File: src/rtl/uart_rx_ctrl.sv
// UART receive controller: 2-flop RX synchronizer, start/data/stop bit
// sequencer with mid-bit sampling, and a small receive FIFO drained over a
// VALID/READY handshake. Frame format is 8N1, LSB first, idle-high line.
module uart_rx_ctrl #(
   parameter int CLKS_PER_BIT = 200,
   parameter int FIFO_DEPTH   = 4
) (
   input  logic       i_clk,
   input  logic       i_rst,
   input  logic       i_rx,
   input  logic       i_en,
   output logic [7:0] o_data,
   output logic       o_valid,
   input  logic       i_ready,
   output logic       o_frame_err,
   output logic       o_overrun,
   output logic       o_busy
);

   localparam int TW = $clog2(CLKS_PER_BIT);
   localparam int AW = $clog2(FIFO_DEPTH);
   localparam logic [TW-1:0] HALF_M1 = TW'(CLKS_PER_BIT / 2 - 1);
   localparam logic [TW-1:0] FULL_M1 = TW'(CLKS_PER_BIT - 1);
   localparam logic [AW:0]   CNT_FULL = (AW + 1)'(FIFO_DEPTH);

   typedef enum logic [2:0] {
      S_IDLE,
      S_START,
      S_DATA,
      S_STOP,
      S_BREAK
   } state_t;

   // synchronizer, FSM and datapath registers
   logic          r_sync1, r_sync2;
   state_t        r_state, w_state_nxt;
   logic [TW-1:0] r_timer, w_timer_nxt;
   logic [2:0]    r_idx,   w_idx_nxt;
   logic [7:0]    r_shift, w_shift_nxt;
   logic          w_push, w_ferr;
   logic          r_ferr, r_ovr;

   // FIFO storage and bookkeeping
   logic [7:0]    r_mem [FIFO_DEPTH];
   logic [AW-1:0] r_wr_ptr, r_rd_ptr;
   logic [AW:0]   r_count;
   logic          w_rx_s, w_full, w_pop, w_wr_en;

   assign w_rx_s  = r_sync2;
   assign w_full  = (r_count == CNT_FULL);
   assign w_pop   = o_valid & i_ready;
   // a pop in the same cycle frees the slot, so a full FIFO still accepts
   assign w_wr_en = w_push & (~w_full | w_pop);

   // two-flop synchronizer for the asynchronous line; idles high
   always_ff @(posedge i_clk) begin
      if (i_rst) begin
         r_sync1 <= 1'b1;
         r_sync2 <= 1'b1;
      end else begin
         r_sync1 <= i_rx;
         r_sync2 <= r_sync1;
      end
   end

   // FSM state, bit timer, bit index and shift register
   always_ff @(posedge i_clk) begin
      if (i_rst) begin
         r_state <= S_IDLE;
         r_timer <= '0;
         r_idx   <= '0;
         r_shift <= '0;
      end else begin
         r_state <= w_state_nxt;
         r_timer <= w_timer_nxt;
         r_idx   <= w_idx_nxt;
         r_shift <= w_shift_nxt;
      end
   end

   // next-state: half-bit wait to centre on the start bit, then whole-bit steps
   always_comb begin
      w_state_nxt = r_state;
      w_timer_nxt = r_timer;
      w_idx_nxt   = r_idx;
      w_shift_nxt = r_shift;
      w_push      = 1'b0;
      w_ferr      = 1'b0;
      case (r_state)
         S_IDLE: begin
            if (i_en && !w_rx_s) begin
               w_state_nxt = S_START;
               w_timer_nxt = '0;
            end
         end
         S_START: begin
            if (r_timer == HALF_M1) begin
               w_timer_nxt = '0;
               w_idx_nxt   = '0;
               w_state_nxt = w_rx_s ? S_IDLE : S_DATA;
            end else begin
               w_timer_nxt = r_timer + 1'b1;
            end
         end
         S_DATA: begin
            if (r_timer == FULL_M1) begin
               w_timer_nxt          = '0;
               w_shift_nxt[r_idx]   = w_rx_s;
               if (r_idx == 3'd7) w_state_nxt = S_STOP;
               else               w_idx_nxt   = r_idx + 1'b1;
            end else begin
               w_timer_nxt = r_timer + 1'b1;
            end
         end
         S_STOP: begin
            if (r_timer == FULL_M1) begin
               w_timer_nxt = '0;
               if (w_rx_s) begin
                  w_push      = 1'b1;
                  w_state_nxt = S_IDLE;
               end else begin
                  w_ferr      = 1'b1;
                  w_state_nxt = S_BREAK;
               end
            end else begin
               w_timer_nxt = r_timer + 1'b1;
            end
         end
         S_BREAK: begin
            // a line held low must return high before a new start is seen
            if (w_rx_s) w_state_nxt = S_IDLE;
         end
         default: w_state_nxt = S_IDLE;
      endcase
   end

   // FIFO pointers, occupancy and the registered error pulses
   always_ff @(posedge i_clk) begin
      if (i_rst) begin
         r_wr_ptr <= '0;
         r_rd_ptr <= '0;
         r_count  <= '0;
         r_ferr   <= 1'b0;
         r_ovr    <= 1'b0;
      end else begin
         if (w_wr_en) r_wr_ptr <= r_wr_ptr + 1'b1;
         if (w_pop)   r_rd_ptr <= r_rd_ptr + 1'b1;
         case ({w_wr_en, w_pop})
            2'b10:   r_count <= r_count + 1'b1;
            2'b01:   r_count <= r_count - 1'b1;
            default: r_count <= r_count;
         endcase
         r_ferr <= w_ferr;
         r_ovr  <= w_push & w_full & ~w_pop;
      end
   end

   // FIFO storage; contents are never observed while empty, so no reset
   always_ff @(posedge i_clk) begin
      if (w_wr_en) r_mem[r_wr_ptr] <= r_shift;
   end

   assign o_valid     = (r_count != '0);
   assign o_data      = o_valid ? r_mem[r_rd_ptr] : 8'h00;
   assign o_frame_err = r_ferr;
   assign o_overrun   = r_ovr;
   assign o_busy      = (r_state != S_IDLE);

endmodule

File: config.mk
export PLATFORM = sky130hd
export DESIGN_NAME = uart_rx_ctrl
export DESIGN_NICKNAME = d
export VERILOG_FILES = /design/src/rtl/uart_rx_ctrl.sv
export SDC_FILE = /design/constraint.sdc
export NUM_CORES = 1
export LEC_CHECK = 0
export BUFFER_PORTS_ARGS = -buffer_cell sky130_fd_sc_hd__buf_2
export CAP_MARGIN = 10
export CORE_UTILIZATION = 35
export CTS_CLUSTER_DIAMETER = 30
export DETAILED_ROUTE_END_ITERATION = 12
export PLACE_DENSITY = 0.52
export SLEW_MARGIN = 30
export SYNTH_ARGS = -nofsm -noshare
export SYNTH_HDL_FRONTEND = slang
export SYNTH_SLANG_ARGS = --single-unit
File: constraint.sdc
create_clock -name i_clk -period 4.6 [get_ports i_clk]
set_input_delay 0.69 -clock i_clk [delete_from_list [all_inputs] [get_ports i_clk]]
set_output_delay 0.69 -clock i_clk [all_outputs]
set_load 0.1 [all_outputs]
### After elaboration in Yosys (flattened, before gate mapping)

Memories as Yosys holds them, arrays and structs flattened. A register that Yosys moved wholly into a read port is not among the register bits.
Index checks and enable logic that the tools add are counted.
Widths: inputs -> output; s select.

| cells by class | value |
|---|---|
| add/subtract/negate cells | 6 |
| order comparisons | 2 |
| equality and inequality tests | 17 |
| multiplexer cells | 30 |
| bitwise logic cells | 9 |
| reduce and logical (&&, ||, !) cells | 15 |

Operators by type and width:

| kind | count |
|---|---|
| $mux 8 | 4 |
| $mux 3 | 10 |
| $pmux 8 s3 | 1 |
| $pmux 3 s5 | 1 |
| $ne 2x2->1 const B | 7 |
| $pmux 3 s2 | 2 |
| $eq 3x3->1 const B | 3 |
| $reduce_bool 3->1 | 3 |
| $add 8x1->8 const B | 1 |
| $bwmux 8 | 1 |
| $eq 8x7->1 const B | 1 |
| $eq 8x8->1 const B | 1 |
| $mux 1 | 7 |
| $add 3x1->3 const B | 2 |
| $eq 3x2->1 const B | 2 |
| $mux 2 | 3 |
| $reduce_and 6->1 | 1 |
| $add 2x1->2 const B | 2 |
| $and 1x1->1 | 4 |
| $lt 3x4->1 const B | 1 |
| $not 1->1 | 4 |
| $reduce_and 2->1 | 2 |
| $reduce_and 4->1 | 1 |
| $reduce_bool 2->1 | 2 |
| 12 further kinds | 13 |

| storage, ports and cells | value |
|---|---|
| register bits | 33 |
| memory bits (writable) | 32 |
| output and inout bits | 12 |
| memories kept | 1 |

Memory list:

| name | depth | bits a word | read ports | clocked after Yosys merged registers in | write ports | RTL line | RTL |
|---|---|---|---|---|---|---|---|
| r_mem | 4 | 8 | 1 | 1 | 1 | 44 | `logic [7:0] r_mem [FIFO_DEPTH];` |

### Logic depth before layout (Yosys ltp)

| depth | value |
|---|---|
| depth after elaboration | 6 |
| gate-level depth with buffers | 7 |

### Least setup slack after synthesis

Ideal clock, no wire load.

| timing path | value |
|---|---|
| kind | register -> output |
| start point | reg (tool-made name) |
| end point | out o_data[0] |
| arrival time | 2375 ps |
| data required time | 3910 ps |
| path slack | 1535 ps |
| cell stages (with the launch flop) | 4 |
| buffers on the path | 1 |
| cells stage by stage | dfxtp_1 -> clkbuf_1 -> mux4_2 -> nor2b_1 |

RTL lines:

| what | RTL line | RTL |
|---|---|---|
| end: declaration | 12 | `output logic [7:0] o_data,` |

==> flow_metrics.tcl <==
set metrics [dict create \
    htreeDepth 3 \
    vias 2033 \
    start_util 0.360 \
    skew_ns 0.00662 \
    arrival_ns 1.99 \
    cts_buffers 9 \
    hold_buffers 0 \
    synth-edff-count 32 \
    syn_inst 268 \
    max_slew_margin 0.391 \
    die_width_um 96.4 \
    die-area_mm2 0.00930 \
    post_cts_resized 0 \
    dp_hpwl_mm 3.92 \
    period_share 0.582 \
    fill_cells 864 \
    drive_gt1_frac 0.197 \
    wl_mm 5.66 \
    worstSetupPathType "flop to output pin" \
    r2r-start "r_timer[0]" \
    ys_async_sr_fraction 0 \
    fin_cells 398 \
    std_cell_rows 34 \
    path_cells "mux4_2, nor2b_1, buf_2" \
    crit_fanout 8 \
    crit-reg2reg-capture "r_count[2]" \
    cts_root_buf "clkbuf_8" \
    reg2reg_depth 7 \
    synth_area_leaders "edfxtp_1, dfxtp_1, mux4_2" \
    slew_violations 0 \
    fmax_mhz 373 \
    drt_iter0_drc 56 \
    rrSetupSlack_ns 2.23 \
    wl_per_cell_um 14.2 \
    power_density_mw_per_mm2 407 \
    cts_setup_buffers 0 \
    grt_pass1_vias 1920 \
    overflow 0 \
    ys_ff_latch 67 \
    core_mm2 0.00868 \
    synth_ff_type "dfxtp_1" \
    yosys_warnings 0 \
    syn_nets 281 \
    cts.path.max_buffers 2 \
    grt_pass1_wl_mm 9.24 \
    required_ns 3.91 \
    crit_slowest_cell "dfxtp_1" \
    fp.dieH_um 96.4 \
    leakage_nw 1.35 \
    port_buffers 16 \
    gp_congestion 0.752 \
    layout.nets 298 \
    cpPeakStageDelay_ns 0.66 \
    placed_area_mm2 0.00328 \
    max_cap_viol_count 0 \
    rsz0062_at_grt "false" \
    syn_avg_cell_area_um2 11.6 \
    start_kind "flop" \
    antenna_cells 0 \
    hold_path_class "flop to flop" \
    final_area_mm2 0.00350 \
    cts_tree "built" \
    power_mw 1.42 \
    clk_latency_ns 0.34 \
    synth_area_leader_cell "edfxtp_1" \
    drc 0 \
    post-place-cells 382 \
    hold_viol 0 \
    setup_tns_ns 0 \
    setup_viol 0 \
    hold_depth 1 \
    grt_util_all_layers 0.134 \
    antenna_found_initial 0 \
    critPathCaptureType "output pin" \
    netlist_area_mm2 0.00312 \
    cts.sinks 67 \
    grt_start_max_net_pins 26 \
    worst_pin_slew_ns 0.913 \
    synth_top_area_frac 0.308 \
    yosysSeqAreaShare 0.532 \
    ios 17 \
    ant_nets 0 \
    period_minus_slack_ns 2.68 \
    holdWs_ns 0.417 \
    vias_per_cell 5.11 \
    first_pass_iters 4 \
    worstHoldEndpoint "r_sync2" \
    status "completed" \
    ir_drop_v 0.000220 \
    hold_path.startpoint "r_sync1" \
    synth_cell_types 57 \
    clk_pin_slew_worst_paths_ns 0.07 \
    area_growth_pct 12.1 \
]
[layer usage]
| layer | part of all wire | track usage | wire length, um | vias to the layer above |
|---|---|---|---|---|
| met1 | 0.49 | 0.172 | 2800 | 957 |
| met5 | 0 | 0 | 0 | - |
| met3 | 0.035 | 0.0477 | 199 | 7 |
| met4 | 0.010 | 0.0355 | 57 | 0 |
| li1 | - | - | - | 1038 |
| met2 | 0.46 | 0.212 | 2600 | 31 |
[logic make-up (layout without fill, tap and decap cells)]
logic type | count (synthesis) | after routing | share of synthesized area
AND/OR/NAND/NOR | 103 | 103 | 0.198
flip-flops | 67 | 67 | 0.532
AO/OA/AOI/OAI | 48 | 48 | 0.101
multiplexers | 20 | 20 | 0.0982
buffers and inverters | 20 | 42 | 0.0313
adder cells (fa/ha/maj) | 8 | 8 | 0.0345
XOR/XNOR | 2 | 2 | 0.00561
[synthesized netlist by cell type, drive strengths merged (2+ instances only)]
master and count:
or4b 2, nand2 28, inv 8, a31oi 2
dfxtp 35, a2111oi 2, nand2b 2, nor4 3
edfxtp 32, nand3 9, nor2b 16, or2 4
ha 7, buf 3, mux2i 10, or3 3
o21ai 11, and2 4, nor3 6, or3b 3
nor2 11, and4b 2, o211ai 9, a21oi 12
mux2 2, mux4 8, clkbuf 9, or4 2
xnor2 2, nand4b 2
[metrics by stage]
stage	util	setup WS, ns
5_1_grt	0.403	1.77
3_3_place_gp	0.378	2.22
2_1_floorplan	-	1.54
3_5_place_dp	0.378	2.19
4_1_cts	0.403	1.84
6_report	0.403	1.92
[placed cells by master (no fill, tap or decap), types with 2 or more instances in the layout]
master and instances:
dfxtp_1 35, edfxtp_1 32, nand2_1 28, nor2b_1 16
buf_2 16, a21oi_1 12, nor2_1 11, o21ai_0 11
mux2i_1 10, nand3_1 9, o211ai_1 9, clkbuf_8 9
inv_1 8, mux4_2 8, ha_1 7, nor3_1 6
and2_2 4, or2_2 4, or3_1 3, or3b_1 2
a31oi_1 2, nor4_1 2, xnor2_1 2, nand2b_1 2
or4_1 2, or4b_1 2, a2111oi_0 2, clkinvlp_4 2
bufinv_16 2, buf_4 2
[how the worst max path moves through the flow]
stage          depth (start not counted)  startpoint         end  slack [ns]
6_report                               3        flop   o_data[6]        1.92
5_1_grt                                3        flop   o_data[2]        1.77
4_1_cts                                3        flop   o_data[6]        1.84
3_5_place_dp                           5  r_timer[0]  r_timer[6]        2.19
3_3_place_gp                           5  r_timer[0]  r_timer[6]        2.22
2_1_floorplan                          3        flop   o_data[0]        1.54
[power breakdown]
group | switching (mW) | internal, mW
Clock | 0.222 | 0.306
Combinational | 0.145 | 0.0766
Sequential | 0.0360 | 0.638
[critical path, delay by kind of cell, from the launching register on]
kind | cells | cell delay, ns
flip-flops | 1 | 0.66
multiplexers | 1 | 0.57
buffers and inverters | 1 | 0.28
AND/OR/NAND/NOR | 1 | 0.14
[flip-flops by register name, indices dropped and copies added (netlist names), named ones only]
| register | flops |
|---|---|
| r_mem | 32 |
| r_shift | 8 |
| r_timer | 8 |
| r_count | 3 |
| r_idx | 3 |
| r_state | 3 |
| r_rd_ptr | 2 |
| r_wr_ptr | 2 |
| o_frame_err | 1 |
| o_overrun | 1 |
| r_sync1 | 1 |
| r_sync2 | 1 |
[layout make-up]
type	count	area (um^2)	share of cell area
clock buffer	10	128	0.0365
timing repair buffer	18	95.1	0.0272
inverter	8	30.0	0.00858
multi-input combinational	181	1360	0.389
sequential	67	1660	0.475
clock inverter	6	88.8	0.0254
tap	108	135	0.0386
Power figures use the tool's default switching activity.
